File: src/rtl/muldiv_unit.sv
// muldiv_unit: iterative RV32M multiply/divide execute unit.
// One result bit per cycle (32 iterations), then a fix-up cycle that applies
// sign correction and special cases and issues a single-cycle RegFile write.
// Fixed latency of 34 cycles from the start cycle to the done cycle.
module muldiv_unit #(
   parameter int XLEN = 32
) (
   input  logic            clk,
   input  logic            rst,
   input  logic            start,
   input  logic [2:0]      op,
   input  logic [XLEN-1:0] a,
   input  logic [XLEN-1:0] b,
   input  logic [4:0]      rd_in,
   output logic            busy,
   output logic            done,
   output logic [XLEN-1:0] din,
   output logic [4:0]      rd,
   output logic            r
);

   localparam logic [1:0] S_IDLE = 2'd0;
   localparam logic [1:0] S_BUSY = 2'd1;
   localparam logic [1:0] S_FIX  = 2'd2;

   logic [1:0]      r_state;
   logic [5:0]      r_cnt;
   logic [2:0]      r_op;
   logic [4:0]      r_rd_cap;
   logic            r_neg_a;
   logic            r_neg_b;
   logic            r_b_zero;
   // r_hi/r_lo: product {hi,lo} for multiply; remainder/quotient for divide.
   logic [XLEN-1:0] r_hi;
   logic [XLEN-1:0] r_lo;
   // r_opnd: multiplicand for multiply, divisor for divide (magnitudes).
   logic [XLEN-1:0] r_opnd;
   logic            r_busy;
   logic            r_done;
   logic            r_wr_n;
   logic [XLEN-1:0] r_din;
   logic [4:0]      r_rd;

   // Operand signedness decoded from the incoming funct3.
   logic            w_a_signed;
   logic            w_b_signed;
   logic            w_a_neg;
   logic            w_b_neg;
   logic [XLEN-1:0] w_a_mag;
   logic [XLEN-1:0] w_b_mag;

   assign w_a_signed = op[2] ? ~op[0] : (op[1:0] != 2'b11);
   assign w_b_signed = op[2] ? ~op[0] : ~op[1];
   assign w_a_neg    = w_a_signed & a[XLEN-1];
   assign w_b_neg    = w_b_signed & b[XLEN-1];
   assign w_a_mag    = w_a_neg ? -a : a;
   assign w_b_mag    = w_b_neg ? -b : b;

   // Shift-add step: add multiplicand into the upper half when the current
   // multiplier bit (LSB of r_lo) is set, then shift the pair right by one.
   logic [XLEN:0]   w_mul_sum;
   assign w_mul_sum = {1'b0, r_hi} + (r_lo[0] ? {1'b0, r_opnd} : {(XLEN+1){1'b0}});

   // Restoring step: shift next dividend bit into the partial remainder and
   // subtract the divisor if it fits. The remainder never exceeds 32 bits.
   logic [XLEN:0]   w_div_shift;
   logic            w_div_ok;
   logic [XLEN-1:0] w_div_sub;
   assign w_div_shift = {r_hi, r_lo[XLEN-1]};
   assign w_div_ok    = (w_div_shift >= {1'b0, r_opnd});
   assign w_div_sub   = w_div_shift[XLEN-1:0] - r_opnd;

   // Fix-up: sign correction of magnitude results and divide-by-zero quotient.
   // Divide-by-zero naturally leaves |a| in the remainder, so restoring the
   // sign of a returns a unmodified. Signed overflow needs no special path:
   // |0x80000000|/1 with matching signs yields 0x80000000 remainder 0.
   logic [2*XLEN-1:0] w_prod;
   logic [2*XLEN-1:0] w_prod_s;
   logic [XLEN-1:0]   w_quo;
   logic [XLEN-1:0]   w_rem;
   logic [XLEN-1:0]   w_result;

   assign w_prod   = {r_hi, r_lo};
   assign w_prod_s = (r_neg_a ^ r_neg_b) ? -w_prod : w_prod;
   assign w_quo    = r_b_zero ? {XLEN{1'b1}} : ((r_neg_a ^ r_neg_b) ? -r_lo : r_lo);
   assign w_rem    = r_neg_a ? -r_hi : r_hi;

   // Select the final result for the captured operation.
   always_comb begin
      w_result = w_prod_s[XLEN-1:0];
      case (r_op)
         3'b000:                 w_result = w_prod_s[XLEN-1:0];
         3'b001, 3'b010, 3'b011: w_result = w_prod_s[2*XLEN-1:XLEN];
         3'b100, 3'b101:         w_result = w_quo;
         default:                w_result = w_rem;
      endcase
   end

   // Control FSM and write-back outputs.
   always_ff @(posedge clk) begin
      if (rst) begin
         r_state  <= S_IDLE;
         r_cnt    <= 6'd0;
         r_busy   <= 1'b0;
         r_done   <= 1'b0;
         r_wr_n   <= 1'b1;
         r_din    <= '0;
         r_rd     <= 5'd0;
         r_op     <= 3'd0;
         r_rd_cap <= 5'd0;
         r_neg_a  <= 1'b0;
         r_neg_b  <= 1'b0;
         r_b_zero <= 1'b0;
      end else begin
         r_done <= 1'b0;
         r_wr_n <= 1'b1;
         case (r_state)
            S_IDLE: begin
               if (start) begin
                  r_op     <= op;
                  r_rd_cap <= rd_in;
                  r_neg_a  <= w_a_neg;
                  r_neg_b  <= w_b_neg;
                  r_b_zero <= (b == '0);
                  r_cnt    <= 6'd0;
                  r_busy   <= 1'b1;
                  r_state  <= S_BUSY;
               end
            end
            S_BUSY: begin
               r_cnt <= r_cnt + 6'd1;
               if (r_cnt == 6'(XLEN - 1)) begin
                  r_state <= S_FIX;
               end
            end
            S_FIX: begin
               r_din   <= w_result;
               r_rd    <= r_rd_cap;
               r_done  <= 1'b1;
               r_wr_n  <= (r_rd_cap == 5'd0);
               r_busy  <= 1'b0;
               r_state <= S_IDLE;
            end
            default: begin
               r_state <= S_IDLE;
            end
         endcase
      end
   end

   // Datapath: operand capture and one multiply/divide iteration per cycle.
   always_ff @(posedge clk) begin
      if (rst) begin
         r_hi   <= '0;
         r_lo   <= '0;
         r_opnd <= '0;
      end else if (r_state == S_IDLE) begin
         if (start) begin
            r_hi   <= '0;
            r_lo   <= op[2] ? w_a_mag : w_b_mag;
            r_opnd <= op[2] ? w_b_mag : w_a_mag;
         end
      end else if (r_state == S_BUSY) begin
         if (r_op[2]) begin
            if (w_div_ok) begin
               r_hi <= w_div_sub;
               r_lo <= {r_lo[XLEN-2:0], 1'b1};
            end else begin
               r_hi <= w_div_shift[XLEN-1:0];
               r_lo <= {r_lo[XLEN-2:0], 1'b0};
            end
         end else begin
            r_hi <= w_mul_sum[XLEN:1];
            r_lo <= {w_mul_sum[0], r_lo[XLEN-1:1]};
         end
      end
   end

   assign busy = r_busy;
   assign done = r_done;
   assign din  = r_din;
   assign rd   = r_rd;
   assign r    = r_wr_n;

endmodule

File: config.mk
export PLATFORM = sky130hd
export DESIGN_NAME = muldiv_unit
export DESIGN_NICKNAME = d
export VERILOG_FILES = /design/src/rtl/muldiv_unit.sv
export SDC_FILE = /design/constraint.sdc
export NUM_CORES = 1
export LEC_CHECK = 0
export ABC_CLOCK_PERIOD_IN_PS = 3820
export BUFFER_PORTS_ARGS = -buffer_cell sky130_fd_sc_hd__clkbuf_2
export CAP_MARGIN = 0
export CELL_PAD_IN_SITES_DETAIL_PLACEMENT = 1
export CELL_PAD_IN_SITES_GLOBAL_PLACEMENT = 2
export CORE_UTILIZATION = 32
export CTS_BUF_LIST = sky130_fd_sc_hd__clkbuf_16
export DETAILED_ROUTE_END_ITERATION = 12
export MAX_ROUTING_LAYER = met4
export PLACE_DENSITY_LB_ADDON = 0.1
export SLEW_MARGIN = 10
export SYNTH_ARGS = -nofsm -noshare
export SYNTH_HDL_FRONTEND = slang
export SYNTH_SLANG_ARGS = --single-unit
File: constraint.sdc
create_clock -name clk -period 3.82 [get_ports clk]
set_input_delay 0.764 -clock clk [delete_from_list [all_inputs] [get_ports clk]]
set_output_delay 0.764 -clock clk [all_outputs]
set_load 0.02 [all_outputs]
After elaboration in Yosys (flattened, before gate mapping)
Cells that the tools add are included.

Bits of input ports: 75. Output and inout port bits: 40. Logic and storage cells: 84. Bits in registers: 155.

Multiplexer cells: 30. Add/subtract/negate cells: 8. Reduce and logical (&&, ||, !) cells: 13. Eq/ne operators: 11. Bitwise gates (word level): 6. Magnitude comparators: 1.

Operators by type and width (number): 32-bit 2-to-1 mux (17); 32-bit negator (4); 32-bit one-hot mux with 3 select lines (1); 64-bit 2-to-1 mux (1); 64-bit negator (1); 32-bit by 32-bit adder with 33-bit output (1); 33-bit by 32-bit greater-or-equal comparator with 1-bit output (1); 32-bit logical NOT (1); 32-bit subtractor (1); 6-bit one-hot mux with 2 select lines (1); 2-bit AND reduction (4); 6-bit by 1-bit adder with 6-bit output, second input constant (1); 3-bit by 2-bit == test with 1-bit output, second input constant (2); 3-bit == test, second input constant (2); 6-bit by 5-bit == test with 1-bit output, second input constant (1); 6-bit 2-to-1 mux (1); 2-bit inequality test, second input constant (3); 5-bit logical NOT (1); 1-bit 2-to-1 mux (5); 2-bit 2-to-1 mux (2); 2-bit one-hot mux with 2 select lines (1); 2-bit nonzero test (2); 2-bit OR reduction (2); 3-bit by 1-bit == test with 1-bit output, second input constant (1); 9 further kinds (12).

Depth between registers and ports, before layout
Word-level depth: 7. Depth in mapped cells: 16. Depth with buffers taken out: 14.

Worst setup path after synthesis
No wires, ideal clock.

Path type: register -> register. Start: register r_lo[0]. End: register r_hi[31]. Arrival: 3476 ps. Library setup time: 117 ps. Clock period less this slack: 3593 ps. Cell stages (with the launch flop): 16. Data required time: 3703 ps. Buffers on the path: 2. Path slack: 227 ps. Cell sequence: dfxtp_1 -> clkbuf_1 -> inv_1 -> clkbuf_1 -> nor2_1 -> ha_1 -> a21o_1 -> a211o_1 -> o22a_1 -> a31o_2 -> a41o_1 -> o221ai_2 -> or3_1 -> a31oi_1 -> a2111o_1 -> a32o_1.

Longest elaborated chain between the ends: 5.

RTL lines: start, declared (line 35) `logic [XLEN-1:0] r_lo;`; start signal, assigned (line 160) `r_lo <= op[2] ? w_a_mag : w_b_mag;`; start signal, assigned (line 167) `r_lo <= {r_lo[XLEN-2:0], 1'b1};`; start signal, assigned (line 170) `r_lo <= {r_lo[XLEN-2:0], 1'b0};`; 32-bit 2-to-1 mux (line 62) `assign w_mul_sum = {1'b0, r_hi} + (r_lo[0] ? {1'b0, r_opnd} : {(XLEN+1){1'b0}});`; 32-bit by 32-bit adder with 33-bit output (line 62); 32-bit 2-to-1 mux (line 164) `if (r_op[2]) begin`; 32-bit 2-to-1 mux (line 163) `end else if (r_state == S_BUSY) begin`; 32-bit 2-to-1 mux (line 157) `end else if (r_state == S_IDLE) begin`; end signal, assigned (line 166) `r_hi <= w_div_sub;`; end signal, assigned (line 169) `r_hi <= w_div_shift[XLEN-1:0];`; end signal, assigned (line 173) `r_hi <= w_mul_sum[XLEN:1];`; end, declared (line 34) `logic [XLEN-1:0] r_hi;`.

No other way between the ends. The select of a mux whose other input is x is not followed. A chain may end at the register's enable or synchronous reset.

Worst setup path in the final report
Start: register r_opnd[1]. End: register r_hi[10].

Longest elaborated chain between the ends: 5. Elaborated cells on any way between the ends: 8. Classes of those cells: add/sub (2); order compare (1); mux (5).

RTL lines: start, declared (line 37) `logic [XLEN-1:0] r_opnd;`; start signal, assigned (line 161) `r_opnd <= op[2] ? w_b_mag : w_a_mag;`; 32-bit 2-to-1 mux (tied with other cells) (line 62); 32-bit by 32-bit adder with 33-bit output / 32-bit 2-to-1 mux (equally long branches) (line 62, 165); 32-bit 2-to-1 mux * (line 164); 32-bit 2-to-1 mux * (line 163); 32-bit 2-to-1 mux * (line 157).

Mark *: on every way between the ends. The rest lies on a longest branch, timed or not. The select of a mux whose other input is x is not followed.

==> metrics.txt <==
RSZ-0062 raised after global routing false; longest individual stage delay on the worst path between 0.5 and 0.6 ns; placed wire-length estimate after detailed placement just over 50 mm; Rel. slew slack a little over a quarter; Leak between 0.006 and 0.007 uW; Post-Route Setup TNS 0 ns; layout cell share with drive strength beyond 1 between 10% and 20%; clock tree from TritonCTS yes; cell area after technology mapping roughly 14,000 um^2; number of nets produced by synthesis 2,137; clock latency reported for the late side of the worst-skew pair ~0.50 ns; logic depth of the worst setup path including buffers 16; final setup skew about 0.016 ns; worst-case register-to-register setup slack 0.20 ns; arrival time of the worst setup path roughly 4.0 ns; worst path buffer plus inverter count 5; CTS clock-pin slew for the worst setup and hold paths 0.07 ns; share of synthesized registers carrying an async set or reset 0%; number of flops mapped to enable cells by yosys 0; via count of the first global-routing pass 15,400; IR drop worst, VDD 0.297 mV; global-route total usage across every layer between 20% and 30%; routed via count between 15,000 and 20,000; worst-path fanout max 17; post-synthesis area per instance 7.23 um^2; DR DRC count 0; critical path launch point r_opnd[1]; total power divided by cell area roughly 340 nW/um^2; total number of H-tree levels 4; Final Critical Period 3.62 ns; fraction of the cycle the final worst path needs a little over nine tenths; count of input and output buffers ~110; DR pass1 iterations 5; sum of routed wire length over all layers 64.5 mm; number of nets in the layout between 2,000 and 2,500; Diodes inserted 0; starting utilization of the core area approximately a third; via-per-instance ratio around 5.7; family with the most delay on the worst path compound AO/OA/AOI/OAI gates; number of placement rows 77; pin count of the biggest net entering global routing 83; endpoint of the most critical setup path r_hi[10]; total of endpoints with negative setup slack in the final report 0; IO Pins approximately 120; number of sinks driven by the clock tree 155; Die Ht ~210 um; slew at the pin closest to its max-slew limit around 1.1 ns; most used flip-flop cell after synthesis dfxtp_1; area of the core 44,300 um^2; clk buf depth 2; final RePlAce weighted congestion 0.954; Worst Path Required roughly 4.2 ns; critical register-to-register path endpoint r_hi[10]; number of antenna violations at the first check in global routing 0; Area Growth Syn to Fin 15.9%; count of state elements after synthesis 155; post-synthesis sequential area ratio a little over a fifth; total power about 5600 uW; overall die area roughly 46,000 um^2; post-route ant nets 0; max-capacitance violation count 0; FF-to-FF Start r_opnd[1]; number of inserted filler cells in the final layout between 5,000 and 6,000; wire length of the first global-routing pass approximately 97 mm; Crit. End Element register; worst-path cell chain inv_1, ha_1, nor2b_1, o211ai_1, a31oi_1, a311oi_1, o21ai_1, buf_4, a21oi_1, buf_4, and2_1, buf_4, buf_4, nand2_1, a31o_2, a21oi_1; total grt overflow 0; Peak Freq roughly 0.28 GHz; Max Slew Vio Count 0; crit path max-delay cell type a311oi_1; number of cells on the worst reg-to-reg path 16; warnings from Yosys 0; element type at the critical path start register; status finished clean; number of violations reported at the end of detailed-routing iteration 0 878; Yosys cell types between 80 and 90; Hold Fails Final Rpt 0; root buffer selected by CTS clkbuf_16; most repeated library cell on the critical path buf_4; min-delay worst type register to register; clock buffers created by TritonCTS 17; width of the die between 200 and 250 um; critical path class register to register; cell count after synthesis about 2,000; WL per Instance 23.8 um
==> logic make-up (layout without fill, tap and decap cells) <==
logic type,after synthesis,count (layout),synth area share [%]
flip-flops,155,155,21.5
adder cells (fa/ha/maj),71,71,6.27
buffers and inverters,203,331,5.53
multiplexers,73,73,5.12
AND/OR/NAND/NOR,673,673,21.6
XOR/XNOR,197,197,12.0
AO/OA/AOI/OAI,619,619,27.9
==> synth_stat cells (7+ instances only) <==
cell | number | share of area (%)
o21ai_0 | 121 | 4.2
a21oi_1 | 187 | 6.5
a21o_1 | 32 | 1.7
clkbuf_1 | 110 | 2.9
o41ai_1 | 9 | 0.55
nand3_1 | 26 | 0.90
xor2_1 | 87 | 5.3
or3_1 | 11 | 0.48
nor2b_1 | 10 | 0.43
buf_1 | 11 | 0.29
nand2_1 | 237 | 6.2
inv_1 | 64 | 1.7
buf_2 | 13 | 0.45
nand2b_1 | 14 | 0.61
o22ai_1 | 13 | 0.56
o31ai_1 | 21 | 1.1
a22o_1 | 21 | 1.3
nor2_1 | 234 | 6.1
nor3_1 | 35 | 1.2
or2_2 | 10 | 0.43
a311oi_1 | 9 | 0.55
a211oi_1 | 24 | 1.3
a221oi_1 | 9 | 0.55
nand4_1 | 12 | 0.52
o21a_1 | 8 | 0.42
or4_1 | 10 | 0.52
a22oi_1 | 19 | 0.99
a32o_1 | 7 | 0.49
and2_1 | 9 | 0.39
xnor2_1 | 110 | 6.7
and3_1 | 12 | 0.52
o211ai_1 | 45 | 2.3
mux2i_1 | 68 | 4.7
nor4_1 | 18 | 0.78
a31oi_1 | 20 | 0.87
a31o_2 | 7 | 0.43
ha_1 | 69 | 6.0
o221ai_1 | 13 | 0.79
o21ai_1 | 14 | 0.49
dfxtp_1 | 155 | 22
==> area by class of cell <==
| cell class | instances | area (um^2) | share of cell area [%] |
|---|---|---|---|
| multi-input combinational | 1633 | 10600 | 63.3 |
| sequential | 155 | 3100 | 18.6 |
| timing repair buffer | 234 | 1500 | 8.98 |
| tap | 592 | 741 | 4.44 |
| clock buffer | 17 | 425 | 2.55 |
| inverter | 66 | 248 | 1.48 |
| clock inverter | 14 | 109 | 0.652 |
==> report_power, final <==
group | internal (uW) | total, uW | switching (uW) | leakage (uW)
clock | 879 | 1680 | 796 | 0.000256
combinational | 800 | 2150 | 1350 | 0.00546
sequential | 1700 | 1790 | 94.8 | 0.00126
==> worst min-delay path, delay by kind of cell (launching register included) <==
family	cells	cell delay, ns
flops	1	0.31
simple gates	2	0.09
==> metrics by stage <==
stage	hold WS, ns	cells	cell area (um^2)	setup WS (ns)	utilization, %
after floorplan	0.432	1991	14400	0.227	-
after global placement	0.426	2680	16100	0.179	36.4
after detailed placement	0.440	2680	16100	0.150	36.4
after CTS	0.451	2711	16700	0.124	37.6
after global routing	0.473	2711	16700	0.0360	37.7
final	0.445	2711	16700	0.198	37.7
==> layout by cell type (no fill, tap or decap), types with 11 or more instances in the layout <==
| cell type | netlist | routed |
|---|---|---|
| xnor2_1 | 110 | 109 |
| nand3_1 | 26 | 26 |
| o21ai_1 | 14 | 15 |
| and3_1 | 12 | 12 |
| dfxtp_1 | 155 | 154 |
| nand4_1 | 12 | 12 |
| a31oi_1 | 20 | 19 |
| o22ai_1 | 13 | 13 |
| a21o_1 | 32 | 32 |
| clkbuf_16 | 0 | 17 |
| o21ai_0 | 121 | 120 |
| xor2_1 | 87 | 86 |
| nor2_1 | 234 | 230 |
| a22oi_1 | 19 | 19 |
| o221ai_1 | 13 | 13 |
| o31ai_1 | 21 | 21 |
| inv_1 | 64 | 67 |
| a21oi_1 | 187 | 187 |
| mux2i_1 | 68 | 68 |
| o211ai_1 | 45 | 45 |
| buf_4 | 1 | 119 |
| nor3_1 | 35 | 35 |
| a22o_1 | 21 | 21 |
| clkbuf_2 | 0 | 113 |
| a211oi_1 | 24 | 24 |
| nand2_1 | 237 | 237 |
| nand2b_1 | 14 | 14 |
| ha_1 | 69 | 68 |
| nor4_1 | 18 | 17 |
| or3_1 | 11 | 11 |
==> timing repair <==
action                                 CTS  global route
hold buffers                             0             0
gates resized for setup                  0             6
setup buffers                            0             0
setup endpoints to repair                0             5
endpoints found under the hold margin    0             0
==> per-layer routing <==
metal,wire [um],track usage [%],vias up
met5,0,-,-
met2,29400,45.6,337
met3,2300,3.15,52
li1,-,-,7371
met4,1260,7.93,0
met1,31500,38.8,7587
==> how the worst min path moves through the flow <==
| stage | from | to | slack (ns) | cells past startpoint |
|---|---|---|---|---|
| 6_report | din[22] | din[22] | 0.44 | 2 |
| 5_1_grt | r_opnd[30] | r_opnd[30] | 0.47 | 2 |
| 4_1_cts | din[22] | din[22] | 0.45 | 2 |
| 3_5_place_dp | din[22] | din[22] | 0.44 | 2 |
| 3_3_place_gp | din[28] | din[28] | 0.43 | 2 |
| 2_1_floorplan | r_opnd[20] | r_opnd[20] | 0.43 | 2 |
==> registers in the layout, summed over array words and instances, names as in the netlist <==
name	flops
r_neg_b	1
r_hi	32
r_state	2
r	1
r_op	3
done	1
din	32
r_lo	32
r_cnt	6
r_neg_a	1
r_opnd	32
r_b_zero	1
busy	1
r_rd_cap	5
rd	5
No activity file was read; power rests on OpenSTA's default activity.
